--- config.mk ---
export PLATFORM = sky130hd
export DESIGN_NAME = control_sequencer
export DESIGN_NICKNAME = d
export VERILOG_FILES = /design/src/rtl/cpu_pkg.sv /design/src/rtl/opcode_decoder.sv /design/src/rtl/control_sequencer.sv
export SDC_FILE = /design/constraint.sdc
export NUM_CORES = 1
export LEC_CHECK = 0
export ABC_AREA = 1
export CORE_AREA = 2 2 39 41
export DETAILED_ROUTE_END_ITERATION = 10
export DIE_AREA = 0 0 41 43
export PLACE_DENSITY = 0.77
export SKIP_LAST_GASP = 1
export SLEW_MARGIN = 0
export SYNTH_ARGS = -nofsm -noshare
export SYNTH_HDL_FRONTEND = slang
export SYNTH_SLANG_ARGS = --single-unit
--- constraint.sdc ---
create_clock -name Clk -period 1.8 [get_ports Clk]
set_input_delay 0.27 -clock Clk [delete_from_list [all_inputs] [get_ports Clk]]
set_output_delay 0.27 -clock Clk [all_outputs]
set_load 0.01 [all_outputs]
--- src/rtl/cpu_pkg.sv ---
// Shared definitions for the 4-bit CPU: opcodes, ALU operation codes and sequencer states.
package cpu_pkg;

  localparam logic [3:0] OP_NOP = 4'h0;
  localparam logic [3:0] OP_LDI = 4'h1;
  localparam logic [3:0] OP_ADD = 4'h2;
  localparam logic [3:0] OP_SUB = 4'h3;
  localparam logic [3:0] OP_AND = 4'h4;
  localparam logic [3:0] OP_OR  = 4'h5;
  localparam logic [3:0] OP_XOR = 4'h6;
  localparam logic [3:0] OP_NOT = 4'h7;
  localparam logic [3:0] OP_JMP = 4'h8;
  localparam logic [3:0] OP_JZ  = 4'h9;
  localparam logic [3:0] OP_JC  = 4'hA;
  localparam logic [3:0] OP_OUT = 4'hB;
  localparam logic [3:0] OP_HLT = 4'hF;

  typedef enum logic [2:0] {
    ALU_PASS = 3'd0,
    ALU_ADD  = 3'd1,
    ALU_SUB  = 3'd2,
    ALU_AND  = 3'd3,
    ALU_OR   = 3'd4,
    ALU_XOR  = 3'd5,
    ALU_NOT  = 3'd6
  } alu_op_t;

  typedef enum logic [1:0] {
    JC_ALWAYS = 2'd0,
    JC_ZERO   = 2'd1,
    JC_CARRY  = 2'd2
  } jmp_cond_t;

  typedef enum logic [2:0] {
    FETCH     = 3'd0,
    DECODE    = 3'd1,
    EXECUTE   = 3'd2,
    STEP_WAIT = 3'd3,
    HALT      = 3'd4
  } state_t;

endpackage

--- src/rtl/opcode_decoder.sv ---
// Combinational opcode decode into ALU operation, write strobes and jump/halt qualifiers.
module opcode_decoder
  import cpu_pkg::*;
(
  input  logic [3:0] opcode,
  output alu_op_t    alu_op,
  output logic       acc_load,
  output logic       out_load,
  output logic       is_jmp,
  output jmp_cond_t  jmp_cond,
  output logic       is_hlt
);

  always_comb begin
    alu_op   = ALU_PASS;
    acc_load = 1'b0;
    out_load = 1'b0;
    is_jmp   = 1'b0;
    jmp_cond = JC_ALWAYS;
    is_hlt   = 1'b0;
    case (opcode)
      OP_LDI: begin alu_op = ALU_PASS; acc_load = 1'b1; end
      OP_ADD: begin alu_op = ALU_ADD;  acc_load = 1'b1; end
      OP_SUB: begin alu_op = ALU_SUB;  acc_load = 1'b1; end
      OP_AND: begin alu_op = ALU_AND;  acc_load = 1'b1; end
      OP_OR:  begin alu_op = ALU_OR;   acc_load = 1'b1; end
      OP_XOR: begin alu_op = ALU_XOR;  acc_load = 1'b1; end
      OP_NOT: begin alu_op = ALU_NOT;  acc_load = 1'b1; end
      OP_JMP: begin is_jmp = 1'b1; jmp_cond = JC_ALWAYS; end
      OP_JZ:  begin is_jmp = 1'b1; jmp_cond = JC_ZERO;   end
      OP_JC:  begin is_jmp = 1'b1; jmp_cond = JC_CARRY;  end
      OP_OUT: out_load = 1'b1;
      OP_HLT: is_hlt = 1'b1;
      // NOP and the unassigned codes 0xC-0xE leave everything idle
      default: ;
    endcase
  end

endmodule

--- src/rtl/control_sequencer.sv ---
// Fetch/decode/execute sequencer for the 4-bit CPU.
// Optional SEQ_SINGLE_STEP_EN adds a Step input that gates each new fetch after EXECUTE.
module control_sequencer
  import cpu_pkg::*;
#(
  parameter int ADDR_W = 4,
  parameter int OP_W   = 4
) (
  input  logic              Clk,
  input  logic              Rst,
`ifdef SEQ_SINGLE_STEP_EN
  input  logic              Step,
`endif
  input  logic [OP_W-1:0]   OpCode,
  input  logic [OP_W-1:0]   Operand,
  input  logic              Zero,
  input  logic              Carry,
  input  logic              Mem_Ready,
  output logic [ADDR_W-1:0] PC,
  output logic              Mem_Req,
  output logic              IR_Load,
  output logic [2:0]        ALU_Op,
  output logic              Acc_Load,
  output logic              Out_Load,
  output logic              Halted
);

  state_t              state_reg;
  logic [ADDR_W-1:0]   pc_reg;

  alu_op_t             dec_alu_op;
  logic                dec_acc_load;
  logic                dec_out_load;
  logic                dec_is_jmp;
  jmp_cond_t           dec_jmp_cond;
  logic                dec_is_hlt;
  logic                take_jump;
  logic                in_exec;

  opcode_decoder u_dec (
    .opcode   (OpCode[3:0]),
    .alu_op   (dec_alu_op),
    .acc_load (dec_acc_load),
    .out_load (dec_out_load),
    .is_jmp   (dec_is_jmp),
    .jmp_cond (dec_jmp_cond),
    .is_hlt   (dec_is_hlt)
  );

  assign take_jump = dec_is_jmp &&
                     ((dec_jmp_cond == JC_ALWAYS) ||
                      ((dec_jmp_cond == JC_ZERO)  && Zero) ||
                      ((dec_jmp_cond == JC_CARRY) && Carry));

  always_ff @(posedge Clk) begin
    if (Rst) begin
      state_reg <= FETCH;
      pc_reg    <= '0;
    end else begin
      case (state_reg)
        FETCH:
          if (Mem_Ready) state_reg <= DECODE;
        DECODE: begin
          pc_reg    <= pc_reg + ADDR_W'(1);
          state_reg <= EXECUTE;
        end
        EXECUTE: begin
          // A taken jump replaces the increment already applied in DECODE
          if (take_jump) pc_reg <= ADDR_W'(Operand);
          if (dec_is_hlt)
            state_reg <= HALT;
          else
`ifdef SEQ_SINGLE_STEP_EN
            state_reg <= STEP_WAIT;
`else
            state_reg <= FETCH;
`endif
        end
        STEP_WAIT: begin
`ifdef SEQ_SINGLE_STEP_EN
          if (Step) state_reg <= FETCH;
`else
          state_reg <= FETCH;
`endif
        end
        HALT:
          state_reg <= HALT;
        default:
          state_reg <= FETCH;
      endcase
    end
  end

  assign in_exec  = (state_reg == EXECUTE);
  // Request drops as soon as Rst is seen so a pending fetch is abandoned
  assign Mem_Req  = (state_reg == FETCH) && !Rst;
  assign IR_Load  = Mem_Req && Mem_Ready;
  assign ALU_Op   = in_exec ? dec_alu_op : ALU_PASS;
  assign Acc_Load = in_exec && dec_acc_load;
  assign Out_Load = in_exec && dec_out_load;
  assign Halted   = (state_reg == HALT);
  assign PC       = pc_reg;

endmodule

### After elaboration in Yosys (flattened, before gate mapping)

Index checks and enable logic that the tools add are counted.

| word-level totals | value |
|---|---|
| bits in registers | 7 |
| output and inout port bits | 12 |
| bits of input ports | 13 |
| logic and storage cells | 50 |

| operators by class | value |
|---|---|
| add/sub/neg operators | 1 |
| muxes and demuxes | 12 |
| equality and inequality tests | 19 |
| reductions and logical operators | 16 |

Operator list:

| cell | count |
|---|---|
| $eq A4 B4 Y1 const B | 5 |
| $pmux W3 S6 | 1 |
| $eq A4 B3 Y1 const B | 4 |
| $pmux W3 S4 | 1 |
| $mux W3 | 3 |
| $eq A4 B2 Y1 const B | 2 |
| $pmux W4 S2 | 1 |
| $logic_and A1 B1 Y1 | 7 |
| $reduce_or A7 Y1 | 1 |
| $add A4 B1 Y4 const B | 1 |
| $eq A4 B1 Y1 const B | 1 |
| $mux W1 | 4 |
| $mux W4 | 1 |
| $ne A2 B2 Y1 const B | 2 |
| $pmux W2 S2 | 1 |
| $eq A3 B1 Y1 const B | 1 |
| $eq A3 B2 Y1 const B | 1 |
| $eq A3 B3 Y1 const B | 1 |
| $logic_not A3 Y1 | 1 |
| $reduce_or A3 Y1 | 1 |
| $eq A2 B1 Y1 const B | 1 |
| $eq A2 B2 Y1 const B | 1 |
| $logic_not A2 Y1 | 1 |
| $logic_or A1 B1 Y1 | 2 |
| 3 further kinds | 3 |

### Logic depth before layout (Yosys ltp)

| logic depth | value |
|---|---|
| depth after elaboration | 9 |
| depth in mapped cells | 8 |
| depth with buffers taken out | 8 |

### By module

Synthesis repeated with hierarchy kept, for this count alone.

| unflattened totals | value |
|---|---|
| cells, all modules | 104 |
| area, all modules | 613.1 um2 |

Modules (own cells, without submodules):

| module | area an instance (um2) | times used | seq. area each (um2) | cells an instance |
|---|---|---|---|---|
| control_sequencer | 515.5 | 1 | 140.1 | 84 |
| opcode_decoder | 97.6 | 1 | 0.0 | 20 |

### Least setup slack after synthesis

OpenSTA, ideal clock, no wires.

| path | value |
|---|---|
| path type | reg-to-reg |
| from | register pc_reg[0] (netlist: PC[0]) |
| to | register pc_reg[2] (netlist: PC[2]) |
| library setup time | 0.115 ns |
| buffers on the path | 0 |
| required time | 1.685 ns |
| period minus slack after synthesis | 1.203 ns |
| setup slack | 0.597 ns |
| cell stages (with the launch flop) | 7 |
| arrival time | 1.088 ns |
| path through | dfxtp_1 ha_1 or2_2 nand3_1 nand2_1 a21oi_1 nor2_1 |

| on the way | value |
|---|---|
| word-level cells in the longest chain between the ends | 2 |

RTL lines:

| element | line | RTL |
|---|---|---|
| start: declaration | control_sequencer.sv:29 | `logic [ADDR_W-1:0] pc_reg;` |
| start signal: assignment | control_sequencer.sv:64 | `pc_reg <= pc_reg + ADDR_W'(1);` |
| start signal: assignment | control_sequencer.sv:69 | `if (take_jump) pc_reg <= ADDR_W'(Operand);` |
| $add A4 B1 Y4 | control_sequencer.sv:64 |  |
| $pmux W4 S2 | control_sequencer.sv:60 | `case (state_reg)` |

No other way between the ends.
A chain may end at the register's enable or synchronous reset.

### Final worst setup path

| path | value |
|---|---|
| from | register state_reg[1] |
| to | output port Mem_Req |

| on the way | value |
|---|---|
| word-level cells in the longest chain between the ends | 2 |

RTL lines:

| element | line | RTL |
|---|---|---|
| start: declaration | control_sequencer.sv:28 | `state_t state_reg;` |
| start signal: assignment | control_sequencer.sv:57 | `state_reg <= FETCH;` |
| start signal: assignment | control_sequencer.sv:62 | `if (Mem_Ready) state_reg <= DECODE;` |
| start signal: assignment | control_sequencer.sv:65 | `state_reg <= EXECUTE;` |
| $logic_not A3 Y1 | control_sequencer.sv:96 | `assign Mem_Req = (state_reg == FETCH) && !Rst;` |
| $logic_and A1 B1 Y1 | control_sequencer.sv:96 |  |
| end: declaration | control_sequencer.sv:20 | `output logic Mem_Req,` |

No other way between the ends.

==> PnR_summary.wiki <==
{| class="wikitable"
! Metric !! Value
|-
| Run status || finished, final reports clean
|-
| CTS H-Tree Depth || 1
|-
| Max Buffers Root-to-Sink || 2
|-
| Leakage power total || 0.459 nW
|-
| Max Slew Vio Count || 0
|-
| Initial antenna violation count || 0
|-
| Std-Cell Rows || 14
|-
| Critical Path Sink Type || output port
|-
| Crit-path leading delay family || buffers and inverters
|-
| Routed wire length per instance || 10.1 um
|-
| Worst Path Required || 1.53 ns
|-
| Routability-driven placement congestion ratio || 0.898
|-
| Max_slew headroom || 84.7%
|-
| Number of warnings reported in the yosys synthesis log || 0
|-
| Synth Register Bits || 7
|-
| Worst setup margin || 0.0860 ns
|-
| Max stage delay cell, worst path || sky130_fd_sc_hd__clkdlybuf4s50_1
|-
| Yosys cell types || 18
|-
| DR pass1 iterations || 4
|-
| Share of the clock period used by the worst path after layout || 95.2%
|-
| Yosys top cell area share || 27.1%
|-
| Final design instance area without fill || 852 um2
|-
| Count of endpoints failing setup in the final report || 0
|-
| Clock-pin transition on the worst setup and hold timing paths || 0.05 ns
|-
| DRC violations left || 0
|-
| IR drop worst, VDD || 227 uV
|-
| Overall routing resource usage || 18.9%
|-
| Initial Util || 37.3%
|-
| Critical Setup Path Class || register to output port
|-
| Pin count of the biggest net entering global routing || 10
|-
| CTS Hold Buffers Added || 0
|-
| Crit path max fanout || 3
|-
| Share of post-route cells with drive strength above 1 || 16.0%
|-
| Detailed-placement wirelength estimate || 1070 um
|-
| Delay of the slowest cell on the worst path || 0.54 ns
|-
| # Post-CTS Setup Buffers || 0
|-
| I/O pin cnt || 25
|-
| Largest register FFs || 4
|-
| Area post-placement || 822 um2
|-
| Clock sink count || 7
|-
| DIE AREA || 1760 um2
|-
| CTS root buffer || sky130_fd_sc_hd__clkbuf_4
|-
| Number of buffers and inverters on the critical path || 2
|-
| Via count of the first global-routing pass || 554
|-
| Final net count || 134
|-
| Setup TNS || 0 ns
|-
| Final critical-path required period || 1.71 ns
|-
| Total grt overflow || 0
|-
| Top cell type by total area after synthesis || sky130_fd_sc_hd__dfxtp_1
|-
| Per-cell via count in the routed design || 4.75
|-
| Post-route ant nets || 0
|-
| Number of max-capacitance violations reported || 0
|-
| Clock tree from TritonCTS || yes
|-
| Most frequent standard cell in the layout excluding fill and tap cells || sky130_fd_sc_hd__nand2_1
|-
| Cts bufs inserted || 3
|-
| Net count after synthesis || 99
|-
| Share of synthesized area occupied by flip-flops and latches || 27.1%
|-
| Crit path cell chain || inv_1 -> nand3_1 -> nor2_1 -> clkdlybuf4s50_1
|-
| Count of endpoints failing hold in the final timing report || 0
|-
| Core box area || 1380 um2
|-
| Wire length of the first global-routing pass || 2190 um
|-
| Cell count after synthesis || 85
|-
| Area of the mapped netlist || 517 um2
|-
| Port Buffer Count || 24
|-
| Worst hold-check path type || register to register
|-
| Count of inserted antenna diode cells || 0
|-
| Layout overhead on the synthesized area || 64.9%
|-
| Pwr dens || 546 nW/um2
|-
| Syn Area/Cell || 6.08 um2
|-
| Total vias in the final route || 641
|-
| Final routed wirelength across all metal layers || 1360 um
|-
| Highest Clock Rate || 583 MHz
|-
| Clock skew after layout || 0.00382 ns
|-
| Crit path arrival time || 1.44 ns
|-
| Unrepaired setup endpoints after global routing || false
|-
| Setup slack after placement || -0.108 ns
|-
| Top cells by area in the synthesized netlist || sky130_fd_sc_hd__dfxtp_1 27%, sky130_fd_sc_hd__nand2_1 16%, sky130_fd_sc_hd__inv_1 10%
|-
| Die width || 41 um
|-
| Post-cts resize count || 6
|-
| Clock insertion delay at the later pin of the skew report || 0.27 ns
|-
| Number of design-rule violations left by the first detailed-router iteration || 5
|-
| Tightest Pin Transition || 0.228 ns
|-
| Post-layout util || 61.6%
|-
| Critical path startpoint category || register
|-
| Commonest cells after routing, fill and taps aside || 22 x sky130_fd_sc_hd__nand2_1, 17 x sky130_fd_sc_hd__clkdlybuf4s50_1, 14 x sky130_fd_sc_hd__inv_1
|-
| Die Span Y || 43 um
|}
-- routing by layer --
| layer | share of wire, % | routed length (um) | vias up | GRT usage (%) |
|---|---|---|---|---|
| li1 | - | - | 335 | - |
| met1 | 43 | 585 | 287 | 21.3 |
| met2 | 50 | 678 | 14 | 27.8 |
| met3 | 3.2 | 44 | 5 | 3.66 |
| met4 | 3.8 | 51 | 0 | 17.3 |
| met5 | 0 | 0 | - | 0 |
-- path summary, 6_finish.rpt --
check	startpoint	cells after the start	slack, ns	end
max reg2reg	PC[0]	6	0.56	PC[2]
min	state_reg[2]	3	0.60	state_reg[0]
max	state_reg[1]	4	0.09	Mem_Req
min reg2reg	state_reg[2]	3	0.60	state_reg[0]
-- Yosys cell counts --
master and instances:
sky130_fd_sc_hd__nor2_4 1, sky130_fd_sc_hd__inv_1 14, sky130_fd_sc_hd__nand3_4 1, sky130_fd_sc_hd__nand2_2 1
sky130_fd_sc_hd__nand3_2 2, sky130_fd_sc_hd__nor2_1 12, sky130_fd_sc_hd__dfxtp_1 7, sky130_fd_sc_hd__nand3_1 7
sky130_fd_sc_hd__nand4_1 2, sky130_fd_sc_hd__nor3b_1 2, sky130_fd_sc_hd__nand2_1 22, sky130_fd_sc_hd__a21oi_1 5
sky130_fd_sc_hd__ha_1 1, sky130_fd_sc_hd__o21ai_0 1, sky130_fd_sc_hd__nor3_1 3, sky130_fd_sc_hd__or2_2 1
sky130_fd_sc_hd__a21boi_0 1, sky130_fd_sc_hd__inv_2 2
-- area by class of cell --
cell class / count / area, um2
multi-input cells: 62 / 322
repair buffers: 30 / 284
flip-flops and latches: 7 / 140
clock buffers: 4 / 26.3
well taps: 16 / 20.0
fillers: 124 / 532
inverters: 16 / 60.1
-- logic make-up (layout without fill, tap and decap cells) --
family | Yosys count | after routing | share of synthesized area, %
adders and majority gates | 1 | 1 | 2.42
DFF | 7 | 7 | 27.1
buffers and inverters | 16 | 50 | 11.6
and+or+nand+nor | 54 | 54 | 51.6
AOI/OAI and AO/OA | 7 | 7 | 7.26
-- report_power, final --
part           internal, mW  switching, mW
Combinational        0.0751         0.0615
Clock                0.0852         0.0667
Sequential            0.165         0.0114
-- through the flow --
step / total power [mW] / std cells / hold slack (ns)
after global placement: 0.315 / 131 / 0.588
after detailed placement: 0.318 / 131 / 0.592
after floorplan: 0.243 / 85 / 0.339
final: 0.465 / 135 / 0.600
after global routing: 0.493 / 135 / 0.627
after CTS: 0.470 / 135 / 0.598
-- worst min-delay path, stage by stage (launching register included) --
cell and delay, ns:
sky130_fd_sc_hd__dfxtp_1 0.32, sky130_fd_sc_hd__inv_2 0.06, sky130_fd_sc_hd__nand3_1 0.11, sky130_fd_sc_hd__nor3b_1 0.06
Note: power is estimated with default switching activity, not from simulation.
